[src/rtl/nn_pkg.sv]
// Shared definitions for the neural-network datapath blocks.
//   ser_state_t       : serializer FSM states (IDLE waits for a vector,
//                       SHIFT streams the held vector out element by element)
//   DEF_NUM_NEURONS   : default number of neuron outputs per layer vector
//   DEF_DATA_WIDTH    : default bits per neuron output
package nn_pkg;

    typedef enum logic {
        IDLE  = 1'b0,
        SHIFT = 1'b1
    } ser_state_t;

    localparam int DEF_NUM_NEURONS = 16;
    localparam int DEF_DATA_WIDTH  = 8;

endpackage

[src/rtl/element_counter.sv]
// Element index counter for the layer output serializer.
// Counts accepted elements 0..numNeurons-1 and wraps back to 0 after the
// last one, so the next vector always starts at index 0.
//   clk   : clock, rising edge
//   reset : asynchronous active-high reset, forces count to 0
//   inc   : advance by one element this edge
//   count : current element index
//   last  : count is at numNeurons-1
module element_counter #(
    parameter int numNeurons = 16,
    parameter int indexWidth = $clog2(numNeurons)
) (
    input  logic                  clk,
    input  logic                  reset,
    input  logic                  inc,
    output logic [indexWidth-1:0] count,
    output logic                  last
);

    localparam logic [indexWidth-1:0] LAST_IDX = indexWidth'(numNeurons - 1);

    logic [indexWidth-1:0] count_q;
    logic [indexWidth-1:0] count_d;

    always_comb begin
        count_d = count_q;
        if (inc) begin
            count_d = (count_q == LAST_IDX) ? '0 : count_q + 1'b1;
        end
    end

    always_ff @(posedge clk or posedge reset) begin
        if (reset) begin
            count_q <= '0;
        end else begin
            count_q <= count_d;
        end
    end

    assign count = count_q;
    assign last  = (count_q == LAST_IDX);

endmodule

[src/rtl/layer_output_serializer.sv]
// Layer output serializer: captures a parallel vector of neuron outputs and
// streams it element by element (index 0 first) over a valid/ready link.
// A new vector may be accepted on the same edge the last element transfers,
// so back-to-back vectors stream without a bubble.
//   clk            : clock, rising edge
//   reset          : asynchronous active-high reset
//   layerIn        : parallel vector, element k at [k*dataWidth +: dataWidth]
//   layerInValid   : layerIn holds a complete vector
//   layerInReady   : vector accepted this edge if layerInValid (combinational)
//   serialOut      : current element (0 when not valid)
//   serialOutValid : serialOut holds a valid element
//   serialReady    : downstream accepts the element
//   serialIndex    : index of the element on serialOut
//   serialLast     : element on serialOut is the last one
//   busy           : a vector is held and not yet fully transferred
//   overrun        : sticky, a vector was offered while not ready
module layer_output_serializer
    import nn_pkg::*;
#(
    parameter int numNeurons = DEF_NUM_NEURONS,
    parameter int dataWidth  = DEF_DATA_WIDTH,
    parameter int indexWidth = $clog2(numNeurons)
) (
    input  logic                             clk,
    input  logic                             reset,
    input  logic [numNeurons*dataWidth-1:0]  layerIn,
    input  logic                             layerInValid,
    output logic                             layerInReady,
    output logic [dataWidth-1:0]             serialOut,
    output logic                             serialOutValid,
    input  logic                             serialReady,
    output logic [indexWidth-1:0]            serialIndex,
    output logic                             serialLast,
    output logic                             busy,
    output logic                             overrun
);

    localparam int VEC_W = numNeurons * dataWidth;

    ser_state_t         state_q;
    ser_state_t         state_d;
    logic [VEC_W-1:0]   storage_q;
    logic [VEC_W-1:0]   storage_d;
    logic               overrun_q;
    logic               overrun_d;

    logic               out_valid;
    logic               transfer;
    logic               in_ready;
    logic               capture;
    logic [indexWidth-1:0] cnt_index;
    logic               cnt_last;

    element_counter #(
        .numNeurons (numNeurons),
        .indexWidth (indexWidth)
    ) u_element_counter (
        .clk   (clk),
        .reset (reset),
        .inc   (transfer),
        .count (cnt_index),
        .last  (cnt_last)
    );

    always_comb begin
        out_valid = (state_q == SHIFT);
        transfer  = out_valid && serialReady;
        // Ready while idle, or when the last element leaves this edge.
        in_ready  = (state_q == IDLE) || (out_valid && cnt_last && serialReady);
        capture   = layerInValid && in_ready;

        state_d   = state_q;
        storage_d = storage_q;
        overrun_d = overrun_q | (layerInValid & ~in_ready);

        if (capture) begin
            storage_d = layerIn;
            state_d   = SHIFT;
        end else if (transfer) begin
            // Element 0 always sits in the low slice; shift the next one down.
            storage_d = storage_q >> dataWidth;
            if (cnt_last) begin
                state_d = IDLE;
            end
        end
    end

    always_ff @(posedge clk or posedge reset) begin
        if (reset) begin
            state_q   <= IDLE;
            storage_q <= '0;
            overrun_q <= 1'b0;
        end else begin
            state_q   <= state_d;
            storage_q <= storage_d;
            overrun_q <= overrun_d;
        end
    end

    assign layerInReady   = in_ready;
    assign serialOutValid = out_valid;
    assign serialOut      = out_valid ? storage_q[dataWidth-1:0] : '0;
    assign serialIndex    = cnt_index;
    assign serialLast     = out_valid && cnt_last;
    assign busy           = out_valid;
    assign overrun        = overrun_q;

endmodule

[config.mk]
export PLATFORM = sky130hd
export DESIGN_NAME = layer_output_serializer
export DESIGN_NICKNAME = d
export VERILOG_FILES = /design/src/rtl/nn_pkg.sv /design/src/rtl/element_counter.sv /design/src/rtl/layer_output_serializer.sv
export SDC_FILE = /design/constraint.sdc
export NUM_CORES = 1
export LEC_CHECK = 0
export ABC_CLOCK_PERIOD_IN_PS = 5570
export BUFFER_PORTS_ARGS = -buffer_cell sky130_fd_sc_hd__buf_2
export CAP_MARGIN = 20
export CORE_AREA = 3 3 173 175
export DETAILED_ROUTE_END_ITERATION = 8
export DIE_AREA = 0 0 176 178
export HOLD_SLACK_MARGIN = 0.03
export PLACE_DENSITY_LB_ADDON = 0.08
export RECOVER_POWER = 50
export SLEW_MARGIN = 40
export SYNTH_ARGS = -nofsm -noshare
export SYNTH_HDL_FRONTEND = slang
export SYNTH_HIERARCHICAL = 1
export SYNTH_SLANG_ARGS = --single-unit
[constraint.sdc]
create_clock -name clk -period 5.57 [get_ports clk]
set_input_delay 1.114 -clock clk [delete_from_list [all_inputs] [get_ports clk]]
set_output_delay 1.114 -clock clk [all_outputs]
set_load 0.02 [all_outputs]
==> results.md <==
* Status: finished, violations left
* Violated checks: max-capacitance violations, max-slew violations
* Maxcap violations at 1
* Setup violators final at 0
* Final std cell area, no fill at between 10000 and 15000 um^2
* Clock slew at reported path FFs at roughly 60 ps
* Placed insts at 1269
* CTS tree: yes
* CTS Hold Bufs at 0
* Skew-Pair Late Insertion Delay at around 420 ps
* Worst min path class: register to register
* Resized cells post-CTS at 0
* FP Rows at between 60 and 70
* Starting DRT DRC Count at 365
* VDD IR max at 0.168 mV
* Fraction of layout cells with a size suffix above 1 at between 20% and 30%
* Pleak at about 4.6 nW
* Slew @ Worst Pin at between 2000 and 3000 ps
* CP endpoint kind: asynchronous set/reset pin
* Synth top area cells: dfrtp_1, mux2i_1, nand2b_1
* Ys async rst share at 100%
* Startpoint Class: input pin
* Clk sinks at between 100 and 150
* TritonRoute pass-1 iters at 4
* Yosys cell types at 26
* Core area at 28600 um^2
* CTS buffer count at 17
* DRC viols at 0
* Endpoints failing hold at 0
* Clock Tree Root: clkbuf_16
* Minimum clock period at 3620 ps
* Final Util at roughly a third
* Req. time, crit path at a little under 6000 ps
* Syn Std Cell Area at approximately 8500 um^2
* Die area at around 31000 um^2
* Finished Layout Cells at approximately 1300
* Final HPWL DP at approximately 15000 um
* Pre-CTS setup slack at 2340 ps
* CP Max Fanout at 56
* Antenna diodes at 0
* Worst clock skew at 13.5 ps
* Syn Area/Cell at roughly 11 um^2
* Initial antenna violation count at 4
* Final Max Slew Viols at 57
* Layout Nets at between 1000 and 1500
* Post-route antenna net violation count at 0
* Area share of the largest cell type after synthesis at 39.5%
* Routed vias/inst at around 5.0
* H-tree depth at 4
* Post-route setup slack at around 2000 ps
* Layout area overhead at 18.0%
* DP Area at 9420 um^2
* Die Height at between 150 and 200 um
* Post-synth EDFFs at 0
* Die width at 176 um
* DR WL/cell at between 15 and 20 um
* Fmax at approximately 280 MHz
* RSZ-0062 raised after global routing: no
* Routed WL at about 25000 um
* Largest net degree at the start of global routing at approximately 160
* Yosys top cell by area: dfrtp_1
* Initial core utilization at around 30%
* Seq/Total Area, Yosys at between 30% and 40%
* Setup TNS at 0 ps
* Vias at 6569
* Overflow after GRT at 0
* CTS Buffer Depth at 2
* Setup CP Type: input pin to asynchronous set/reset pin
* All-layer global routing usage at between 15 and 20%
* Crit path DAT at approximately 4000 ps
* Mapped Nets at between 900 and 1000
* Yosys warnings at 6
* Number of port buffers at approximately 150
* Vias in the first global route at ~6600
* First-pass GRT wire length at about 39000 um
* Synthesized instance count at 808
* IO Pins at approximately 150
* Number of synthesized register bits at about 130
* Ys flop type: dfrtp_1
* Final GP Congestion at between 0.7 and 0.8
* Period utilization at between 60% and 70%
* Pwr Density at between 400 and 500 nW/um^2
* Post-CTS Setup Repair Bufs at 0
* Slew HR at -99.0%
==> routing by layer <==
| metal | global-route usage [%] | vias to the layer above | part of all wire (%) | routed length [um] |
|---|---|---|---|---|
| li1 | - | 3180 | - | - |
| met1 | 22.9 | 3241 | 49 | 12200 |
| met2 | 24.6 | 120 | 47 | 11500 |
| met3 | 3.26 | 20 | 3.7 | 919 |
| met4 | 3.30 | 8 | 0.62 | 155 |
| met5 | 0 | - | 0.16 | 40 |
==> flip-flops by register name, summed over array words and instances, names as in the netlist <==
register                 cells
u_element_counter/count      4
busy                         1
storage_q                  128
overrun                      1
==> worst max-delay path, stage by stage <==
cell,delay (ps)
clkbuf_1,90
clkinvlp_2,1660
clkbuf_2,1050
==> cell families after synthesis <==
family / Yosys count / synth area share (%)
buffers and inverters: 82 / 5.42
AND/OR/NAND/NOR: 144 / 10.5
adder cells (fa/ha/maj): 1 / 0.147
XOR/XNOR: 1 / 0.103
multiplexers: 185 / 22.7
flip-flops: 134 / 39.5
AO/OA/AOI/OAI: 261 / 21.7
==> synthesized netlist by cell type, types with 10 or more instances <==
library cell	n
buf_4	18
clkbuf_1	23
mux2_1	55
o21ai_1	11
o22ai_1	70
and2_1	11
nand2b_1	125
buf_2	32
a21oi_2	10
mux2i_1	128
a21oi_1	111
dfrtp_1	134
o22ai_2	50
==> layout by cell type, fill, tap and decap left out, drive strengths merged <==
| cell type | n |
|---|---|
| dfrtp | 134 |
| o21ai | 11 |
| mux2i | 128 |
| clkinv | 3 |
| xnor2 | 1 |
| clkbuf | 24 |
| a32oi | 8 |
| nor2b | 1 |
| buf | 152 |
| a31o | 1 |
| a21oi | 121 |
| mux2 | 57 |
| nand4 | 1 |
| and2 | 11 |
| nand2 | 5 |
| ha | 1 |
| o22ai | 120 |
| inv | 5 |
| nand2b | 125 |
| and3 | 1 |
| clkinvlp | 4 |
| bufinv | 3 |
==> cell type report <==
class / instances / area, um^2
clock inverter: 13 / 170
multi-input combinational: 592 / 4720
sequential: 134 / 3360
inverter: 2 / 8.76
timing repair buffer: 157 / 838
clock buffer: 19 / 443
fill: 2913 / 18600
tap: 384 / 480
==> power by group <==
group	internal (mW)	leakage [nW]	switching [mW]
clock	0.724	0.291	0.489
sequential	1.32	1.42	0.243
combinational	0.676	2.94	0.634
==> through the flow <==
stage	hold WS, ps	power [mW]
CTS	464	4.14
floorplan	479	2.55
global placement	457	2.90
global route	494	4.38
detailed placement	449	2.91
finish	463	4.09
==> final timing paths <==
| path | endpoint | start | slack [ps] | cells after the start |
|---|---|---|---|---|
| hold / removal | overrun$_DFF_PP0_ | overrun$_DFF_PP0_ | 460 | 1 |
| setup / recovery | storage_q[17]$_DFFE_PP0P_ | reset | 1950 | 3 |
| setup reg to reg | storage_q[110]$_DFFE_PP0P_ | busy$_DFFE_PP0P_ | 2890 | 5 |
| max in group clk | layerInReady | serialReady | 2370 | 4 |
| min in group asynchronous | u_element_counter/count[2]$_DFFE_PP0P_ | reset | 580 | 2 |
| hold reg to reg | overrun$_DFF_PP0_ | overrun$_DFF_PP0_ | 460 | 1 |
Power figures use the tool's default switching activity.
